File: src/rtl/game_state_rx_if.sv
// Received-word bus from the UART word assembler into the game-state decoder.
interface game_state_rx_if;
  logic [15:0] data;
  logic        conv8to16valid;

  modport master (output data, output conv8to16valid);
  modport slave  (input  data, input  conv8to16valid);
endinterface

File: src/rtl/game_state_rx.sv
// Game-state stream decoder: collects a five-word tagged frame into shadow
// registers and commits every field to the outputs in a single edge.
module game_state_rx #(
  parameter int LINK_TIMEOUT = 6_500_000,
  parameter int WORD_TIMEOUT = 65_000
) (
  input  logic                  clk,
  input  logic                  rst,
  game_state_rx_if.slave        bus,
  output logic [11:0]           pl1_posx,
  output logic [11:0]           pl1_posy,
  output logic [11:0]           ball_posx,
  output logic [11:0]           ball_posy,
  output logic [3:0]            pl1_score,
  output logic [3:0]            pl2_score,
  output logic                  flag_point,
  output logic                  end_game,
  output logic                  whistle,
  output logic                  frame_valid,
  output logic                  link_up,
  output logic [7:0]            err_cnt
);

  localparam int WCW = $clog2(WORD_TIMEOUT + 1);
  localparam int LCW = $clog2(LINK_TIMEOUT + 1);

  typedef enum logic [2:0] {HUNT, W2, W3, W4, W5} state_e;

  state_e      state_q;
  logic [WCW-1:0] wcnt_q;
  logic [LCW-1:0] lcnt_q;
  logic [11:0] sh_px_q, sh_py_q, sh_bx_q, sh_by_q;
  logic [11:0] px_q, py_q, bx_q, by_q;
  logic [3:0]  s1_q, s2_q;
  logic        fp_q, eg_q, wh_q, fv_q, link_q;
  logic [7:0]  err_q, err_d;

  logic [3:0]  tag;
  logic [11:0] payload;
  logic [3:0]  exp_tag;
  logic        vld;
  logic        word_to;
  logic        unused_rsvd;

  always_comb begin
    tag     = bus.data[15:12];
    payload = bus.data[11:0];
    vld     = bus.conv8to16valid;
    err_d   = (err_q == 8'hFF) ? err_q : err_q + 8'd1;
    exp_tag = 4'd0;
    case (state_q)
      W2:      exp_tag = 4'd2;
      W3:      exp_tag = 4'd3;
      W4:      exp_tag = 4'd4;
      W5:      exp_tag = 4'd5;
      default: exp_tag = 4'd1;
    endcase
    // The counter is compared one short of the limit so the abort lands on
    // the edge where the count would reach WORD_TIMEOUT; a word there still wins.
    word_to = (state_q != HUNT) && !vld && (wcnt_q == WCW'(WORD_TIMEOUT - 1));
  end

  assign unused_rsvd = bus.data[0];

  always_ff @(posedge clk or negedge rst) begin
    if (!rst) begin
      state_q <= HUNT;
      wcnt_q  <= '0;
      lcnt_q  <= '0;
      sh_px_q <= '0;
      sh_py_q <= '0;
      sh_bx_q <= '0;
      sh_by_q <= '0;
      px_q    <= 12'd50;
      py_q    <= 12'd679;
      bx_q    <= '0;
      by_q    <= '0;
      s1_q    <= '0;
      s2_q    <= '0;
      fp_q    <= 1'b0;
      eg_q    <= 1'b0;
      wh_q    <= 1'b0;
      fv_q    <= 1'b0;
      link_q  <= 1'b0;
      err_q   <= '0;
    end else begin
      fv_q <= 1'b0;
      wh_q <= 1'b0;

      if (lcnt_q < LCW'(LINK_TIMEOUT)) begin
        lcnt_q <= lcnt_q + LCW'(1);
        if (lcnt_q == LCW'(LINK_TIMEOUT - 1)) link_q <= 1'b0;
      end

      if (state_q == HUNT || vld || word_to) wcnt_q <= '0;
      else                                   wcnt_q <= wcnt_q + WCW'(1);

      if (vld) begin
        if (state_q == HUNT) begin
          if (tag == 4'd1) begin
            sh_px_q <= payload;
            state_q <= W2;
          end
        end else if (tag == exp_tag) begin
          case (state_q)
            W2: begin sh_py_q <= payload; state_q <= W3; end
            W3: begin sh_bx_q <= payload; state_q <= W4; end
            W4: begin sh_by_q <= payload; state_q <= W5; end
            W5: begin
              // Commit overrides the link-timeout update above.
              px_q    <= sh_px_q;
              py_q    <= sh_py_q;
              bx_q    <= sh_bx_q;
              by_q    <= sh_by_q;
              s1_q    <= payload[11:8];
              s2_q    <= payload[7:4];
              fp_q    <= payload[3];
              eg_q    <= payload[2];
              wh_q    <= payload[1];
              fv_q    <= 1'b1;
              lcnt_q  <= '0;
              link_q  <= 1'b1;
              state_q <= HUNT;
            end
            default: state_q <= HUNT;
          endcase
        end else if (tag == 4'd1) begin
          err_q   <= err_d;
          sh_px_q <= payload;
          state_q <= W2;
        end else begin
          err_q   <= err_d;
          state_q <= HUNT;
        end
      end else if (word_to) begin
        err_q   <= err_d;
        state_q <= HUNT;
      end
    end
  end

  assign pl1_posx    = px_q;
  assign pl1_posy    = py_q;
  assign ball_posx   = bx_q;
  assign ball_posy   = by_q;
  assign pl1_score   = s1_q;
  assign pl2_score   = s2_q;
  assign flag_point  = fp_q;
  assign end_game    = eg_q;
  assign whistle     = wh_q;
  assign frame_valid = fv_q;
  assign link_up     = link_q;
  assign err_cnt     = err_q;

endmodule

File: src/flat_wrapper.sv
// flat-port wrapper written by rule: the top's interface ports become plain ports
module game_state_rx_flat 
#(
  parameter int LINK_TIMEOUT = 6_500_000,
  parameter int WORD_TIMEOUT = 65_000
)
  (clk, rst, pl1_posx, pl1_posy, ball_posx, ball_posy, pl1_score, pl2_score, flag_point, end_game, whistle, frame_valid, link_up, err_cnt, bus_data, bus_conv8to16valid);
  game_state_rx_if bus_i ();
  input  logic clk;
  input  logic rst;
  output logic [11:0] pl1_posx;
  output logic [11:0] pl1_posy;
  output logic [11:0] ball_posx;
  output logic [11:0] ball_posy;
  output logic [3:0] pl1_score;
  output logic [3:0] pl2_score;
  output logic flag_point;
  output logic end_game;
  output logic whistle;
  output logic frame_valid;
  output logic link_up;
  output logic [7:0] err_cnt;
  input wire logic [$bits(bus_i.data)-1:0] bus_data;
  input wire logic [$bits(bus_i.conv8to16valid)-1:0] bus_conv8to16valid;
  assign bus_i.data = bus_data;
  assign bus_i.conv8to16valid = bus_conv8to16valid;
  game_state_rx #(.LINK_TIMEOUT(LINK_TIMEOUT), .WORD_TIMEOUT(WORD_TIMEOUT)) u_core (.clk(clk), .rst(rst), .bus(bus_i), .pl1_posx(pl1_posx), .pl1_posy(pl1_posy), .ball_posx(ball_posx), .ball_posy(ball_posy), .pl1_score(pl1_score), .pl2_score(pl2_score), .flag_point(flag_point), .end_game(end_game), .whistle(whistle), .frame_valid(frame_valid), .link_up(link_up), .err_cnt(err_cnt));
endmodule
File: config.mk
export PLATFORM = sky130hd
export DESIGN_NAME = game_state_rx_flat
export DESIGN_NICKNAME = d
export VERILOG_FILES = /design/src/rtl/game_state_rx_if.sv /design/src/rtl/game_state_rx.sv /design/src/flat_wrapper.sv
export SDC_FILE = /design/constraint.sdc
export NUM_CORES = 1
export LEC_CHECK = 0
export ABC_AREA = 0
export ABC_CLOCK_PERIOD_IN_PS = 6100
export CAP_MARGIN = 20
export CORE_ASPECT_RATIO = 0.6
export CORE_UTILIZATION = 50
export DETAILED_ROUTE_END_ITERATION = 16
export PLACE_DENSITY = 0.73
export SYNTH_ARGS = -nofsm -noshare
export SYNTH_HDL_FRONTEND = slang
export SYNTH_SLANG_ARGS = --single-unit
export TNS_END_PERCENT = 20
File: constraint.sdc
create_clock -name clk -period 6.1 [get_ports clk]
set_clock_uncertainty 0.15 [all_clocks]
set_input_delay 1.22 -clock clk [delete_from_list [all_inputs] [get_ports clk]]
set_output_delay 1.22 -clock clk [all_outputs]
set_load 0.005 [all_outputs]
==> metrics.txt, run 1 <==
Final Max Slew Viols 0; final wirelength 15120 um; final hold vios 0; Syn. warnings 0; antenna fix cells 0; share of layout cells above drive strength 1 13.84%; worst-margin pin slew 0.8768 ns; drt wl/cell 16.67 um; crit share post-route 63.85%; flip-flop and latch count after synthesis ~160; Startpoint Class input pin; die extent in x 151.6 um; ys flop type dfrtp_1; vias in the first global route approximately 4.8k; Distinct cells, synth 45; Comb pwr share under 10%; post-synthesis sequential area ratio 59.46%; Synth Net Count 659; flop2flop setup slack 3.21 ns; asr flop ratio synth 100.0%; Final Core Density 64.47%; Post-Place Cell Area 7711 sq um; Area Overhead vs Synth 24.63%; drt first pass iters 5; TritonCTS Buffers 17; Power Internal 1730 uW; chip height 91.74 um; leak pwr 0.004021 uW; WP data arrival 4.11 ns; Worst Hold Path Cells 2; Avg Cell Area, Syn 10.53 sq um; CP Max Fanout 61; antenna-violating nets left 0; Final min period 3.895 ns; commonest non-fill, non-tap cell in the layout nand2_1; Flop pwr share 48.5%; endpoints failing setup 0; met3 WL 820 um; headroom to the max-slew limit 41.46%; Sink Count approximately 160; element type at the critical path end flip-flop; routed length on met1 7652 um; r2r startpoint u_core.lcnt_q[19]; Max VDD drop 230.8 uV; H-Tree Depth 4; initial drt markers 291; Fin Setup TNS 0 ns; detailed placement HPWL a little under 10000 um; largest area contributor in the netlist dfrtp_1; Hold WS a little over 0.3 ns; Worst Path Required 6.31 ns; switching share of total power between 20 and 25%; Worst-Skew Late Latency 0.43 ns; EDFF count, synth 0; top cell type's share of synthesized area between 50% and 60%; crit path to u_core.pl1_posx[6]; clk buf depth 2; GRT Resource Usage Total about a quarter; unrepaired setup endpoints after global routing false; via count approximately 4.8k; Clock Pin Slew Worst Setup and Hold Paths roughly 0.070 ns; drt via density 5.331; post-cts gate resize count 0; Min-Delay Path Class flip-flop to flip-flop; fin nets 746; Synth Instances 637; Critical path origin bus_data[13]; post-CTS setup repair buffer count 0; # DRC 0; largest net degree at the start of global routing 114; FF-to-FF End u_core.lcnt_q[22]; P_sw 563.3 uW; Routability Congestion 0.8504; Clock Tree Root clkbuf_16; Power Density 274.2 nW/um^2; port bufs 87; Row Count 32; top cells by area, synth dfrtp_1 56%, nand2_1 11%, mux2_2 6.7%; CTS tree done; WS Path Type input pin to flip-flop; Max Cap Violations 0; total gr overflow 0; highest metal used met4; die footprint 13900 sq um; initial antenna violation count 0; highest-count cells in the layout ignoring fill and taps 193 x nand2_1, 150 x dfrtp_1, 86 x clkdlybuf4s50_1; core box area roughly 13000 sq um; global-route wire length before repair 24940 um; Initial Utilization 51.73%; cts hold-fix bufs 0; run status finished, final reports clean; IO Pins 88; met2 WL ~6500 um; worst reg2reg path depth 6; synthesized cell area 6710 sq um; Clk pwr share 46.6%; f_max 256.7 MHz; final instance area 8363 sq um
==> worst min path at each step <==
stage,startpoint,end,slack (ns)
floorplan,u_core.sh_bx_q[0],u_core.ball_posx[0],0.28
global placement,u_core.sh_px_q[7],u_core.pl1_posx[7],0.29
detailed placement,u_core.sh_bx_q[0],u_core.ball_posx[0],0.29
CTS,u_core.sh_bx_q[10],u_core.ball_posx[10],0.31
global route,u_core.pl1_posy[7],u_core.pl1_posy[7],0.32
finish,u_core.pl1_posy[7],u_core.pl1_posy[7],0.31
==> worst max-delay path, stage by stage <==
cell and delay, ns:
clkdlybuf4s50_1 0.52, nor4bb_1 0.43, nand4_1 0.14, buf_4 0.35, inv_2 0.74, buf_4 0.47, nand2_1 0.12, nand2_1 0.08
==> synth_stat cells (4+ instances only) <==
| cell | n |
|---|---|
| nand3_1 | 25 |
| nand2_1 | 193 |
| mux2_2 | 40 |
| nor4b_1 | 4 |
| a21oi_1 | 6 |
| inv_1 | 7 |
| nor3_1 | 14 |
| mux2_4 | 9 |
| dfrtp_1 | 150 |
| nor4_1 | 6 |
| nor2_1 | 49 |
| dfstp_2 | 9 |
| xnor2_1 | 24 |
| o21ai_0 | 4 |
| clkbuf_1 | 22 |
| xor2_1 | 17 |
| nand4_1 | 7 |
| nor3b_1 | 4 |
| and3_1 | 10 |
==> power groups by stage <==
stage	combinational (uW)	clock [uW]	sequential [uW]
floorplan	42.0	0	1130
global placement	107	0	1130
detailed placement	111	0	1130
CTS	112	1080	1110
global route	126	1130	1120
finish	113	1070	1110
==> area by class of cell <==
class,count,area [sq um]
inverter,7,26.28
fill,988,4609
timing repair buffer,95,955.9
clock buffer,17,425.4
sequential,159,3990
multi-input combinational,444,2580
clock inverter,15,172.7
tap,170,212.7
==> registers in the layout, summed over array words and instances, names as in the netlist <==
name                count
u_core.sh_px_q         12
u_core.sh_py_q         12
u_core.link_up          1
u_core.lcnt_q          23
u_core.sh_bx_q         12
u_core.end_game         1
u_core.err_cnt          8
u_core.pl1_score        4
u_core.whistle          1
u_core.pl2_score        4
u_core.sh_by_q         12
u_core.pl1_posy        12
u_core.ball_posx       12
u_core.wcnt_q          16
u_core.state_q          3
u_core.frame_valid      1
u_core.ball_posy       12
u_core.flag_point       1
u_core.pl1_posx        12
==> per-layer routing <==
metal  GRT usage, %  up-vias
met5              0        -
met4          6.931        0
met3          6.020       19
met2          34.06      121
met1          35.42     2405
li1               -     2290
==> cell families after synthesis <==
group                      after synthesis  share of synthesized area [%]
adders and majority gates                3                         0.5594
and+or+nand+nor                        331                          21.76
DFF                                    159                          59.46
muxes                                   50                          8.876
xor gates and xnor gates                41                          5.351
buffers and inverters                   34                          2.163
AOI/OAI and AO/OA                       19                          1.828
==> through the flow <==
stage / power, uW / setup WS [ns] / cells
after floorplan: 1167 / 2.859 / 637
after global placement: 1235 / 1.823 / 871
after detailed placement: 1241 / 1.743 / 871
after CTS: 2304 / 2.187 / 903
after global routing: 2372 / 2.042 / 907
final: 2293 / 2.205 / 907
(Power assumes the default switching activity.)
==> run 2, diff against run 1 <==
- ABC_CLOCK_PERIOD_IN_PS: 6100 -> 3300
- PLACE_DENSITY: 0.73 -> 0.76
- clock period: 6.1 -> 3.3 ns (I/O delays scaled with it)
==> run 2 against run 1 <==
  * Combinational power rose by 84%
  * Total power rose by 85%
  * Worst hold slack got worse by 0.21 ns
  * Design area rose by 0.43%
  * Largest cell class unchanged
==> metrics.txt, run 2 (synthesized netlist as in run 1, its figures left out) <==
run status finished, final reports clean; Startpoint Class input pin; final instance area 8399 sq um (+0.43%); cts hold-fix bufs 0 (unchanged); Final Core Density 64.75% (+0.28 points); worst path cell trace clkdlybuf4s50_1 -> nor3b_1 -> a21oi_1 -> or4b_1 -> or2_1 -> buf_4 -> mux2_4; highest-count cells in the layout ignoring fill and taps 193 x nand2_1, 150 x dfrtp_1, 86 x clkdlybuf4s50_1; cell family with most CP delay simple AND/OR/NAND/NOR gates; Biggest register u_core.lcnt_q; Initial Utilization 51.73% (unchanged); share of layout cells above drive strength 1 14.29% (+0.45 points); chip height 91.74 um (unchanged); Worst Path Required 3.44 ns (-2.87 ns); H-Tree Depth 4 (unchanged); final wirelength 15280 um (+1.1%); headroom to the max-slew limit 52.28% (+11 points); Area Overhead vs Synth 25.17%; Post-Place Cell Area 7804 sq um (+1.2%); drt via density 5.391 (+1.1%); Max Cap Violations 0 (unchanged); Critical path origin bus_data[13]; initial antenna violation count 0 (unchanged); fin nets 751 (+0.67%); GRT Resource Usage Total 23.81% (+0.063 points); vias in the first global route 4818 (-0.54%); Max VDD drop 391.2 uV (+70%); Non-Filler Instances 912 (+0.55%); crit path max-delay cell type clkdlybuf4s50_1; Total Power 4240 uW (+85%); CTS tree done; Fin Setup TNS 0 ns (unchanged); total gr overflow 0 (unchanged); Post-Place Cells 880 (+1.0%); detailed placement HPWL 10130 um (+4.0%); drt wl/cell 16.76 um (+0.52%); Routability Congestion 0.8668 (+1.9%); port bufs 87 (unchanged); WP data arrival 3.00 ns (-1.11 ns); max incr delay on CP 0.60 ns (-0.14 ns); Clock Tree Root clkbuf_16; Fill cells 1023 (+3.5%); Clock Pin Slew Worst Setup and Hold Paths 0.07 ns (about the same); Final Max Slew Viols 0 (unchanged); element type at the critical path end flip-flop; Worst-Skew Late Latency 0.42 ns (about the same); IO Pins 88 (unchanged); crit share post-route 86.73%; global-route wire length before repair 25160 um (+0.86%); Top Registers u_core.lcnt_q x23, u_core.wcnt_q x16; # DRC 0 (unchanged); WS Path Type input pin to flip-flop; Sink Count 159 (unchanged); final hold vios 0 (unchanged); CP Max Fanout 13 (-79%); post-cts gate resize count 0 (unchanged); unrepaired setup endpoints after global routing false; drt first pass iters 4 (-1); leak pwr 0.004040 uW (+0.48%); r2r startpoint u_core.lcnt_q[19]; Row Count 32 (unchanged); clk buf depth 2 (unchanged); initial drt markers 284 (-2.4%); Min-Delay Path Class input pin to asynchronous set/reset pin; post-CTS setup repair buffer count 0 (unchanged); commonest non-fill, non-tap cell in the layout nand2_1; max reg flops 23 (unchanged); antenna fix cells 0 (unchanged); die footprint 13900 sq um (unchanged); die extent in x 151.6 um (unchanged); TritonCTS Buffers 17 (unchanged); largest net degree at the start of global routing 72 (-37%); endpoints failing setup 0 (unchanged); f_max approximately 350 MHz; flop2flop setup slack 0.52 ns (-2.69 ns); worst-margin pin slew 0.7158 ns (-0.1610 ns); Final min period 2.862 ns; antenna-violating nets left 0 (unchanged); via count 4917 (+1.7%); crit path buf inv count 2 (-2); Power Density 504.8 nW/um^2 (+84%); core box area 12970 sq um (unchanged)
-- run 2: layout make-up --
type	count	area, sq um	share of cell area [%]
repair buffers	100	994.7	11.84
well taps	170	212.7	2.532
inverters	7	26.28	0.3128
flip-flops and latches	159	3990	47.50
clock buffers	19	442.9	5.273
multi-input cells	444	2580	30.72
clock inverters	13	152.6	1.817
-- run 2: where the power goes --
| group | internal [uW] | switching, uW |
|---|---|---|
| Combinational | 105 | 103 |
| Clock | 1150 | 824 |
| Sequential | 2010 | 47.2 |
| Total | 3270 | 974 |
-- run 2: stage by stage --
stage                     worst slack, ns  hold slack [ns]
final                              0.4381           0.1010
after global routing               0.2883           0.1641
after global placement             0.1199           0.2912
after floorplan                    0.6188           0.2144
after detailed placement          0.05651           0.2954
after CTS                          0.4608           0.1288
-- run 2: final timing paths --
kind	end	cells after the start
min in group clk	u_core.pl1_posy[1]	2
hold reg to reg	u_core.pl1_posy[1]	2
setup / recovery	u_core.sh_by_q[5]	7
setup reg to reg	u_core.lcnt_q[18]	6
max in group asynchronous	u_core.pl1_posx[1]	2
hold / removal	u_core.lcnt_q[0]	1
-- run 2: layer usage --
| layer | global-route usage (%) | share of wire (%) |
|---|---|---|
| met1 | 36.25 | 50 |
| met2 | 34.44 | 44 |
| met3 | 4.627 | 4.4 |
| met4 | 6.848 | 1.3 |
| met5 | 0 | 0 |
==> run 3, diff against run 2 <==
- CTS_CLUSTER_SIZE: unset -> 12
==> results of run 3 <==
Same layout as run 2: the final DEF is identical, and so are final timing and power.
